## src/rtl/elevator_call_scheduler.sv

```systemverilog
// ---------------------------------------------------------------------------
// elevator_call_scheduler
//
// Keeps the outstanding floor calls in a bitmap and picks the car's next
// target floor with SCAN: the car keeps its direction while calls remain
// ahead of it, and reverses only when calls exist on the other side. On
// arrival it opens the door for DOOR_CYCLES cycles and reports the served
// floor.
//
// Ports
//   clk           system clock, rising edge
//   rst           synchronous reset, active high
//   call_req      one-cycle call pulses, bit i = floor i (several at once ok)
//   cur_floor     floor currently reported by the car
//   target_floor  floor the car is sent to
//   moving        high while the car is travelling to target_floor
//   dir_up        current SCAN direction, 1 = up
//   door_open     high during the door dwell
//   pending       registered outstanding-call bitmap
//   served_valid  one-cycle pulse when a floor is served
//   served_floor  floor served; holds its last value between pulses
// ---------------------------------------------------------------------------
module elevator_call_scheduler #(
   parameter int NUM_FLOORS  = 8,
   parameter int FLOOR_W     = 3,
   parameter int DOOR_CYCLES = 4
) (
   input  logic                  clk,
   input  logic                  rst,
   input  logic [NUM_FLOORS-1:0] call_req,
   input  logic [FLOOR_W-1:0]    cur_floor,
   output logic [FLOOR_W-1:0]    target_floor,
   output logic                  moving,
   output logic                  dir_up,
   output logic                  door_open,
   output logic [NUM_FLOORS-1:0] pending,
   output logic                  served_valid,
   output logic [FLOOR_W-1:0]    served_floor
);

   localparam int               CNT_W    = (DOOR_CYCLES > 1) ? $clog2(DOOR_CYCLES) : 1;
   localparam logic [CNT_W-1:0] CNT_LOAD = CNT_W'(DOOR_CYCLES - 1);

   localparam logic [1:0] S_IDLE = 2'd0;
   localparam logic [1:0] S_MOVE = 2'd1;
   localparam logic [1:0] S_DOOR = 2'd2;

   logic [1:0]            r_state;
   logic [NUM_FLOORS-1:0] r_pending;
   logic [FLOOR_W-1:0]    r_target;
   logic                  r_moving;
   logic                  r_dir_up;
   logic                  r_door_open;
   logic                  r_served_valid;
   logic [FLOOR_W-1:0]    r_served_floor;
   logic [CNT_W-1:0]      r_cnt;

   logic [1:0]            w_state_next;
   logic [NUM_FLOORS-1:0] w_pending_next;
   logic [FLOOR_W-1:0]    w_target_next;
   logic                  w_moving_next;
   logic                  w_dir_up_next;
   logic                  w_door_open_next;
   logic                  w_served_valid_next;
   logic [FLOOR_W-1:0]    w_served_floor_next;
   logic [CNT_W-1:0]      w_cnt_next;

   logic [NUM_FLOORS-1:0] w_req;
   logic [NUM_FLOORS-1:0] w_cur_bit;
   logic [NUM_FLOORS-1:0] w_clear;
   logic                  w_call_here;
   logic                  w_recall;
   logic                  w_serve;
   logic                  w_has_above;
   logic                  w_has_below;
   logic [FLOOR_W-1:0]    w_above;
   logic [FLOOR_W-1:0]    w_below;

   // Selection sees this cycle's calls as well as the registered ones.
   assign w_req       = r_pending | call_req;
   assign w_cur_bit   = {{(NUM_FLOORS-1){1'b0}}, 1'b1} << cur_floor;
   assign w_call_here = |(w_req & w_cur_bit);
   assign w_recall    = |(call_req & w_cur_bit);

   // Nearest call strictly above / below the car. The scan order makes the
   // last hit the closest one.
   always_comb begin
      w_has_above = 1'b0;
      w_above     = '0;
      w_has_below = 1'b0;
      w_below     = '0;
      for (int i = NUM_FLOORS - 1; i >= 0; i--) begin
         if (w_req[i] && (i > int'(cur_floor))) begin
            w_has_above = 1'b1;
            w_above     = FLOOR_W'(i);
         end
      end
      for (int i = 0; i < NUM_FLOORS; i++) begin
         if (w_req[i] && (i < int'(cur_floor))) begin
            w_has_below = 1'b1;
            w_below     = FLOOR_W'(i);
         end
      end
   end

   always_comb begin
      w_state_next        = r_state;
      w_target_next       = r_target;
      w_moving_next       = r_moving;
      w_dir_up_next       = r_dir_up;
      w_door_open_next    = r_door_open;
      w_served_valid_next = 1'b0;
      w_served_floor_next = r_served_floor;
      w_cnt_next          = r_cnt;
      w_clear             = '0;
      w_serve             = 1'b0;

      case (r_state)
         S_IDLE: begin
            if (w_req == '0) begin
               w_target_next = cur_floor;
            end else if (w_call_here) begin
               w_serve = 1'b1;
            end else begin
               w_state_next  = S_MOVE;
               w_moving_next = 1'b1;
               if (r_dir_up) begin
                  if (w_has_above) begin
                     w_target_next = w_above;
                  end else begin
                     w_target_next = w_below;
                     w_dir_up_next = 1'b0;
                  end
               end else begin
                  if (w_has_below) begin
                     w_target_next = w_below;
                  end else begin
                     w_target_next = w_above;
                     w_dir_up_next = 1'b1;
                  end
               end
            end
         end

         S_MOVE: begin
            if (cur_floor == r_target) begin
               w_serve = 1'b1;
            end else if (r_dir_up) begin
               // Only pull the target closer; never retarget backwards.
               if (w_has_above && (w_above < r_target)) begin
                  w_target_next = w_above;
               end
            end else begin
               if (w_has_below && (w_below > r_target)) begin
                  w_target_next = w_below;
               end
            end
         end

         S_DOOR: begin
            if (w_recall) begin
               // A call for the open floor is absorbed and holds the door.
               w_clear    = w_cur_bit;
               w_cnt_next = CNT_LOAD;
            end else if (r_cnt == '0) begin
               w_state_next     = S_IDLE;
               w_door_open_next = 1'b0;
            end else begin
               w_cnt_next = r_cnt - CNT_W'(1);
            end
         end

         default: begin
            w_state_next = S_IDLE;
         end
      endcase

      if (w_serve) begin
         w_state_next        = S_DOOR;
         w_door_open_next    = 1'b1;
         w_moving_next       = 1'b0;
         w_served_valid_next = 1'b1;
         w_served_floor_next = cur_floor;
         w_clear             = w_cur_bit;
         w_cnt_next          = CNT_LOAD;
      end
   end

   // Clear beats a same-edge set of the same floor.
   assign w_pending_next = w_req & ~w_clear;

   always_ff @(posedge clk) begin
      if (rst) begin
         r_state        <= S_IDLE;
         r_pending      <= '0;
         r_target       <= '0;
         r_moving       <= 1'b0;
         r_dir_up       <= 1'b1;
         r_door_open    <= 1'b0;
         r_served_valid <= 1'b0;
         r_served_floor <= '0;
         r_cnt          <= '0;
      end else begin
         r_state        <= w_state_next;
         r_pending      <= w_pending_next;
         r_target       <= w_target_next;
         r_moving       <= w_moving_next;
         r_dir_up       <= w_dir_up_next;
         r_door_open    <= w_door_open_next;
         r_served_valid <= w_served_valid_next;
         r_served_floor <= w_served_floor_next;
         r_cnt          <= w_cnt_next;
      end
   end

   assign target_floor = r_target;
   assign moving       = r_moving;
   assign dir_up       = r_dir_up;
   assign door_open    = r_door_open;
   assign pending      = r_pending;
   assign served_valid = r_served_valid;
   assign served_floor = r_served_floor;

endmodule

```

## config.mk

```make
export PLATFORM = sky130hd
export DESIGN_NAME = elevator_call_scheduler
export DESIGN_NICKNAME = d
export VERILOG_FILES = /design/src/rtl/elevator_call_scheduler.sv
export SDC_FILE = /design/constraint.sdc
export NUM_CORES = 1
export LEC_CHECK = 0
export CORE_MARGIN = 8
export CORE_UTILIZATION = 50
export CTS_BUF_LIST = sky130_fd_sc_hd__clkbuf_4 sky130_fd_sc_hd__clkbuf_8
export CTS_CLUSTER_SIZE = 30
export DETAILED_ROUTE_END_ITERATION = 6
export MAX_ROUTING_LAYER = met4
export PLACE_DENSITY = 0.76
export SLEW_MARGIN = 30
export SYNTH_ARGS = -nofsm -noshare
export SYNTH_HDL_FRONTEND = slang
export SYNTH_SLANG_ARGS = --single-unit
```

## constraint.sdc

```tcl
create_clock -name clk -period 7.65 [get_ports clk]
set_clock_uncertainty 0.05 [all_clocks]
set_input_delay 1.1475 -clock clk [delete_from_list [all_inputs] [get_ports clk]]
set_output_delay 1.1475 -clock clk [all_outputs]
set_load 0.005 [all_outputs]
```

# After elaboration in Yosys (flattened, before gate mapping)
# Index checks and enable logic that the tools add are counted.
[totals]
reg_bits = 22
in_bits = 13
out_inout_bits = 18
[classes]
add_sub_neg = 1
order_cmp = 16
eq_ne = 18
shifts = 1
n_mux = 62
n_bitwise = 8
n_reduce_logical = 31
[ops]
columns = ["cell", "n"]
rows = [
  ["two-way mux 3 bit", 21],
  ["two-way mux 1 bit", 26],
  ["AND 8 bit", 3],
  ["two-way mux 8 bit", 3],
  ["!= test 3 bit, second input constant", 8],
  ["two-way mux 2 bit", 9],
  ["logical AND 1 bit", 16],
  ["OR reduction 8 bit", 2],
  ["AND reduction 5 bit", 3],
  ["> comparator 3 bit, first input constant", 4],
  ["!= test 2 bit, second input constant", 6],
  ["less-than comparator 3 bit, first input constant", 3],
  ["logical NOT 8 bit", 1],
  ["inverter 8 bit", 1],
  ["OR 8 bit", 1],
  ["<< shifter 1 x 3 -> 8 bit, first input constant", 1],
  ["> comparator 2 x 3 -> 1 bit, first input constant", 2],
  ["less-than comparator 1 x 3 -> 1 bit, first input constant", 2],
  ["less-than comparator 2 x 3 -> 1 bit, first input constant", 2],
  ["one-hot mux 2 bit (3 select lines)", 1],
  ["one-hot mux 3 bit (2 select lines)", 1],
  ["AND reduction 3 bit", 2],
  ["nonzero test 2 bit", 3],
  ["logical NOT 2 bit", 2],
  ["12 further kinds", 14],
]

# Longest topological paths before layout
[logic_depth]
word_depth = 15
depth_mapped = 15
ltp_nobuf = 12

# Worst setup path before layout
# OpenSTA, ideal clock, no wires.
[synth_timing]
kind = "input to register"
start = "input cur_floor[1]"
end = "register r_target[1] (netlist: target_floor[1])"
arrival_time_ps = 3579
slack_ps = 3933
stages = 12
n_path_buf = 3
path_cell_list = "buf_2 -> buf_2 -> clkbuf_1 -> o21ai_0 -> a32o_1 -> ha_1 -> nor2b_1 -> o21a_1 -> o221a_1 -> o311a_4 -> and2_4 -> a311oi_2"
[synth_between]
elab_chain_cells = 14
elab_cells_between_ends = 78
cone_classes = "order compare (16); eq/ne (5); shift (1); mux (37); bitwise (1); reduce/logical (18)"
[synth_rtl]
columns = ["item", "line", "text"]
rows = [
  ["start: declaration", "31", "input logic [FLOOR_W-1:0] cur_floor,"],
  ["parallel branches: the longest is 14 deep, another holds > comparator 3 bit", "--", ""],
  ["end signal: assignment", "206", "r_target <= w_target_next;"],
  ["end: declaration", "50", "logic [FLOOR_W-1:0] r_target;"],
]
# Several ways; the timed one is not identified. The select of a mux whose other input is x is not followed.
# A chain may end at the register's enable or synchronous reset.

# Worst setup path in the final report
[layout_timing]
start = "input cur_floor[2]"
end = "register r_target[1] (netlist: target_floor[1])"
# Same word-level chain as after synthesis.

==> Flow_metrics.wiki <==
{| class="wikitable"
! Metric !! Value
|-
| Run status || completed
|-
| Initial antenna violation count || 0
|-
| Power density of the placed cells || 205 nW/um^2
|-
| Total core area || 3340 sq um
|-
| CP Data Required Time || 7.82 ns
|-
| Largest net degree at the start of global routing || 30
|-
| Kind of critical path || in -> reg
|-
| Slew at the pin with the worst max-slew slack || 0.932 ns
|-
| Startpoint of the tightest hold check path || door_open$_SDFFE_PP0P_
|-
| Number of rows created at floorplan || 21
|-
| Total count of hold-check failures in the final report || 0
|-
| First-pass GRT wire length || 8510 um
|-
| Cells along the critical path || clkdlybuf4s50_1, a2bb2oi_1, o21ba_2, o311ai_0, nand2_1, inv_1, ha_1, o21a_1, a221oi_1, or3_1, a21oi_1, a311oi_2
|-
| First-pass iteration count of the detailed router || 6
|-
| Worst r2r path cells || 9
|-
| Most instantiated cells after synthesis || 31 x sky130_fd_sc_hd__nor2_1, 22 x sky130_fd_sc_hd__dfxtp_1, 17 x sky130_fd_sc_hd__o21ai_0
|-
| Synth Net Count || 241
|-
| Instance count along the most critical hold path || 2
|-
| Area contributors post-synth || sky130_fd_sc_hd__dfxtp_1 25%, sky130_fd_sc_hd__nor2_1 6.7%, sky130_fd_sc_hd__o21ai_0 4.9%, sky130_fd_sc_hd__ha_1 4.3%, sky130_fd_sc_hd__a21oi_1 4.0%
|-
| Buffers & Inverters on Critical Path || 2
|-
| Terminus of the critical flop-to-flop path || target_floor[1]$_SDFFE_PP0P_
|-
| Number of warnings issued by yosys || 0
|-
| Ant. Diodes || 0
|-
| Family of cells with the greatest summed delay on the critical path || compound AO/OA/AOI/OAI gates
|-
| Peak fanout along the critical path || 29
|-
| Total number of vias || 1869
|-
| Reported leakage power || 0.805 nW
|-
| CTS clk-pin slew, worst paths || 0.13 ns
|-
| Chip Width || 75.1 um
|-
| Cell with the largest stage delay on the worst path || sky130_fd_sc_hd__clkdlybuf4s50_1
|-
| Average wire per cell in the routed design || 18.0 um
|-
| Max-slew headroom at the worst pin || 37.7%
|-
| Hold Path Sink || door_open$_SDFFE_PP0P_
|-
| Worst slack on hold paths || 0.472 ns
|-
| Setup total negative slack || 0 ns
|-
| Number of buffers inserted by port buffering || 30
|-
| GRT Total Usage || 19.8%
|-
| Max H-tree Level || 1
|-
| Cell accounting for the most synthesized area || sky130_fd_sc_hd__dfxtp_1
|-
| Via-per-instance ratio || 6.44
|-
| Total number of clock tree sinks || 22
|-
| Fraction of the cycle the final worst path needs || 58.5%
|-
| Post-CTS Repair Setup Buffers || 0
|-
| Setup repair after global routing missed its margin || no
|-
| Most common cell in the netlist || sky130_fd_sc_hd__nor2_1
|-
| Endpoint kind of the worst setup timing path || flop
|-
| Proportion of layout cells with a drive suffix above 1 || 8.20%
|-
| Number of CTS-inserted buffers || 3
|-
| # DRC || 0
|-
| Leftover overflow at the end of global routing || 0
|-
| Vias in the first global route || 1736
|-
| Number of flip-flops and latches in the synthesized netlist || 22
|-
| Startpoint of the worst register-to-register path || pending[2]$_SDFF_PP0_
|-
| Number of filler cells placed in the layout || 309
|-
| Final #Nets || 264
|-
| Final min period || 4.48 ns
|-
| Dominant register cell in the synthesized netlist || sky130_fd_sc_hd__dfxtp_1
|-
| Height of the die || 75.1 um
|-
| Number of DRC markers in iteration 0 || 312
|-
| Post-synthesis instance area || 1750 sq um
|-
| Die ar. || 5640 sq um
|-
| Cell at the root of the clock tree || sky130_fd_sc_hd__clkbuf_4
|-
| Number of enable flip-flop cells after synthesis || 0
|-
| Worst reg-to-reg setup slack || 4.56 ns
|-
| Gates resized, CTS repair || 0
|-
| Multi-input gate area || 1210 sq um
|-
| CP arrival || 4.64 ns
|-
| Post-route antenna net violation count || 0
|-
| Total of hold buffers inserted after clock tree synthesis || 0
|-
| TritonCTS clock tree || done
|-
| Layout overhead on the synthesized area || 20.4%
|-
| Overall power || 0.431 mW
|-
| Proportion of synthesized chip area in sequential cells || 25.2%
|-
| Maximum VDD drop || 0.000155 V
|-
| Min-Delay Path Class || reg -> reg
|-
| Fmax || 0.223 GHz
|-
| Overall routed net length || 5210 um
|-
| Initial cell density of the core || 52.3%
|-
| Nature of the critical path startpoint || primary input
|-
| Number of I/O pins || 31
|-
| Register cell area after layout || 440 sq um
|-
| Clk_lat worst skew || 0.31 ns
|-
| Final-report max-slew violation count || 0
|-
| MaxCap Viol Count || 0
|-
| Share of the synthesized area in the top cell type || 25.2%
|-
| Final setup violation count || 0
|-
| Number of distinct library cell variants in the gate-level netlist after synthesis || 59
|-
| Fraction of synthesis flops using an asynchronous set or reset pin || 0%
|-
| Detailed Place HPWL || 3840 um
|-
| Post-Syn Area per Cell || 7.87 sq um
|-
| Clock tree buffer depth || 2
|-
| Slowest cell delay on critical path || 0.89 ns
|-
| Final weighted congestion of routability-driven global placement || 0.963
|-
| Number of instances in the synthesized netlist || 222
|}
-- cells by family after synthesis --
family                   Yosys count  synth area share [%]
AO/OA/AOI/OAI                     82                  34.7
multiplexers                       5                  4.51
buffers and inverters             24                  5.66
XOR/XNOR                           3                  1.50
AND/OR/NAND/NOR                   80                  24.1
flip-flops                        22                  25.2
adder cells (fa/ha/maj)            6                  4.30
-- how the worst max path moves through the flow --
stage,endpoint,slack [ns],depth (start not counted),start
2_1_floorplan,target_floor[1]$_SDFFE_PP0P_,3.93,12,cur_floor[1]
3_3_place_gp,target_floor[1]$_SDFFE_PP0P_,3.07,11,cur_floor[2]
3_5_place_dp,target_floor[1]$_SDFFE_PP0P_,2.95,12,cur_floor[2]
4_1_cts,target_floor[1]$_SDFFE_PP0P_,3.28,12,cur_floor[1]
5_1_grt,target_floor[1]$_SDFFE_PP0P_,2.91,12,cur_floor[2]
6_report,target_floor[1]$_SDFFE_PP0P_,3.17,12,cur_floor[2]
-- stage by stage --
step	cell area (sq um)	instances	util (%)	worst slack, ns
global placement	2050	286	61.5	3.07
detailed placement	2050	286	61.5	2.95
CTS	2100	290	63.0	3.28
finish	2100	290	63.0	3.17
global route	2100	290	63.0	2.91
floorplan	1750	222	-	3.93
-- state kept, by name (all words and copies together), names as in the netlist --
name / cells
dir_up: 1
door_open: 1
moving: 1
pending: 8
r_cnt: 2
r_state: 2
served_floor: 3
served_valid: 1
target_floor: 3
-- metal layers --
layer  share of wire, %  global-route usage, %
met5                  0                      -
met4               0.48                   5.22
met3                7.9                   4.13
met2                 47                   29.7
met1                 45                   26.1
-- worst reg2reg max path, cell delays in order, from the launching register on --
cell and delay [ns]:
sky130_fd_sc_hd__dfxtp_1 0.37, sky130_fd_sc_hd__or4_1 0.65, sky130_fd_sc_hd__a32o_1 0.38, sky130_fd_sc_hd__ha_1 0.30
sky130_fd_sc_hd__nor2b_1 0.14, sky130_fd_sc_hd__o21a_1 0.16, sky130_fd_sc_hd__o221a_1 0.25, sky130_fd_sc_hd__o311a_4 0.34
sky130_fd_sc_hd__and2_4 0.17, sky130_fd_sc_hd__a311oi_2 0.19
-- area by class of cell --
| type | instances | area share [%] |
|---|---|---|
| Multi-Input combinational cell | 176 | 57.4 |
| Sequential cell | 22 | 20.9 |
| Timing Repair Buffer | 30 | 14.3 |
| Tap cell | 46 | 2.74 |
| Inverter | 12 | 2.14 |
| Clock inverter | 1 | 1.43 |
| Clock buffer | 3 | 1.07 |
-- power by group --
group	internal, mW	switching, mW	leakage (nW)	total, mW
Combinational	0.0925	0.0987	0.595	0.191
Sequential	0.132	0.0175	0.183	0.150
Clock	0.0529	0.0369	0.0279	0.0898
Total	0.278	0.153	0.805	0.431
-- cells in the final DEF (no fill, tap or decap), types with 3 or more instances in the layout --
cell,Yosys,layout
sky130_fd_sc_hd__nor4_1,5,5
sky130_fd_sc_hd__clkdlybuf4s50_1,0,30
sky130_fd_sc_hd__nor2b_1,4,4
sky130_fd_sc_hd__xor2_1,3,3
sky130_fd_sc_hd__a211oi_1,9,9
sky130_fd_sc_hd__o21a_1,5,5
sky130_fd_sc_hd__nand3_1,4,4
sky130_fd_sc_hd__nor2_1,31,31
sky130_fd_sc_hd__dfxtp_1,22,22
sky130_fd_sc_hd__inv_1,12,12
sky130_fd_sc_hd__a21oi_1,14,14
sky130_fd_sc_hd__mux2i_1,3,3
sky130_fd_sc_hd__or2_2,3,3
sky130_fd_sc_hd__nand2_1,12,12
sky130_fd_sc_hd__a21o_1,4,4
sky130_fd_sc_hd__ha_1,6,6
sky130_fd_sc_hd__o21ai_0,17,17
sky130_fd_sc_hd__nor3_1,4,4
sky130_fd_sc_hd__nand2b_1,3,3
sky130_fd_sc_hd__clkbuf_4,0,3
sky130_fd_sc_hd__o32ai_1,4,4
sky130_fd_sc_hd__o22ai_1,3,3
Power figures use the tool's default switching activity.
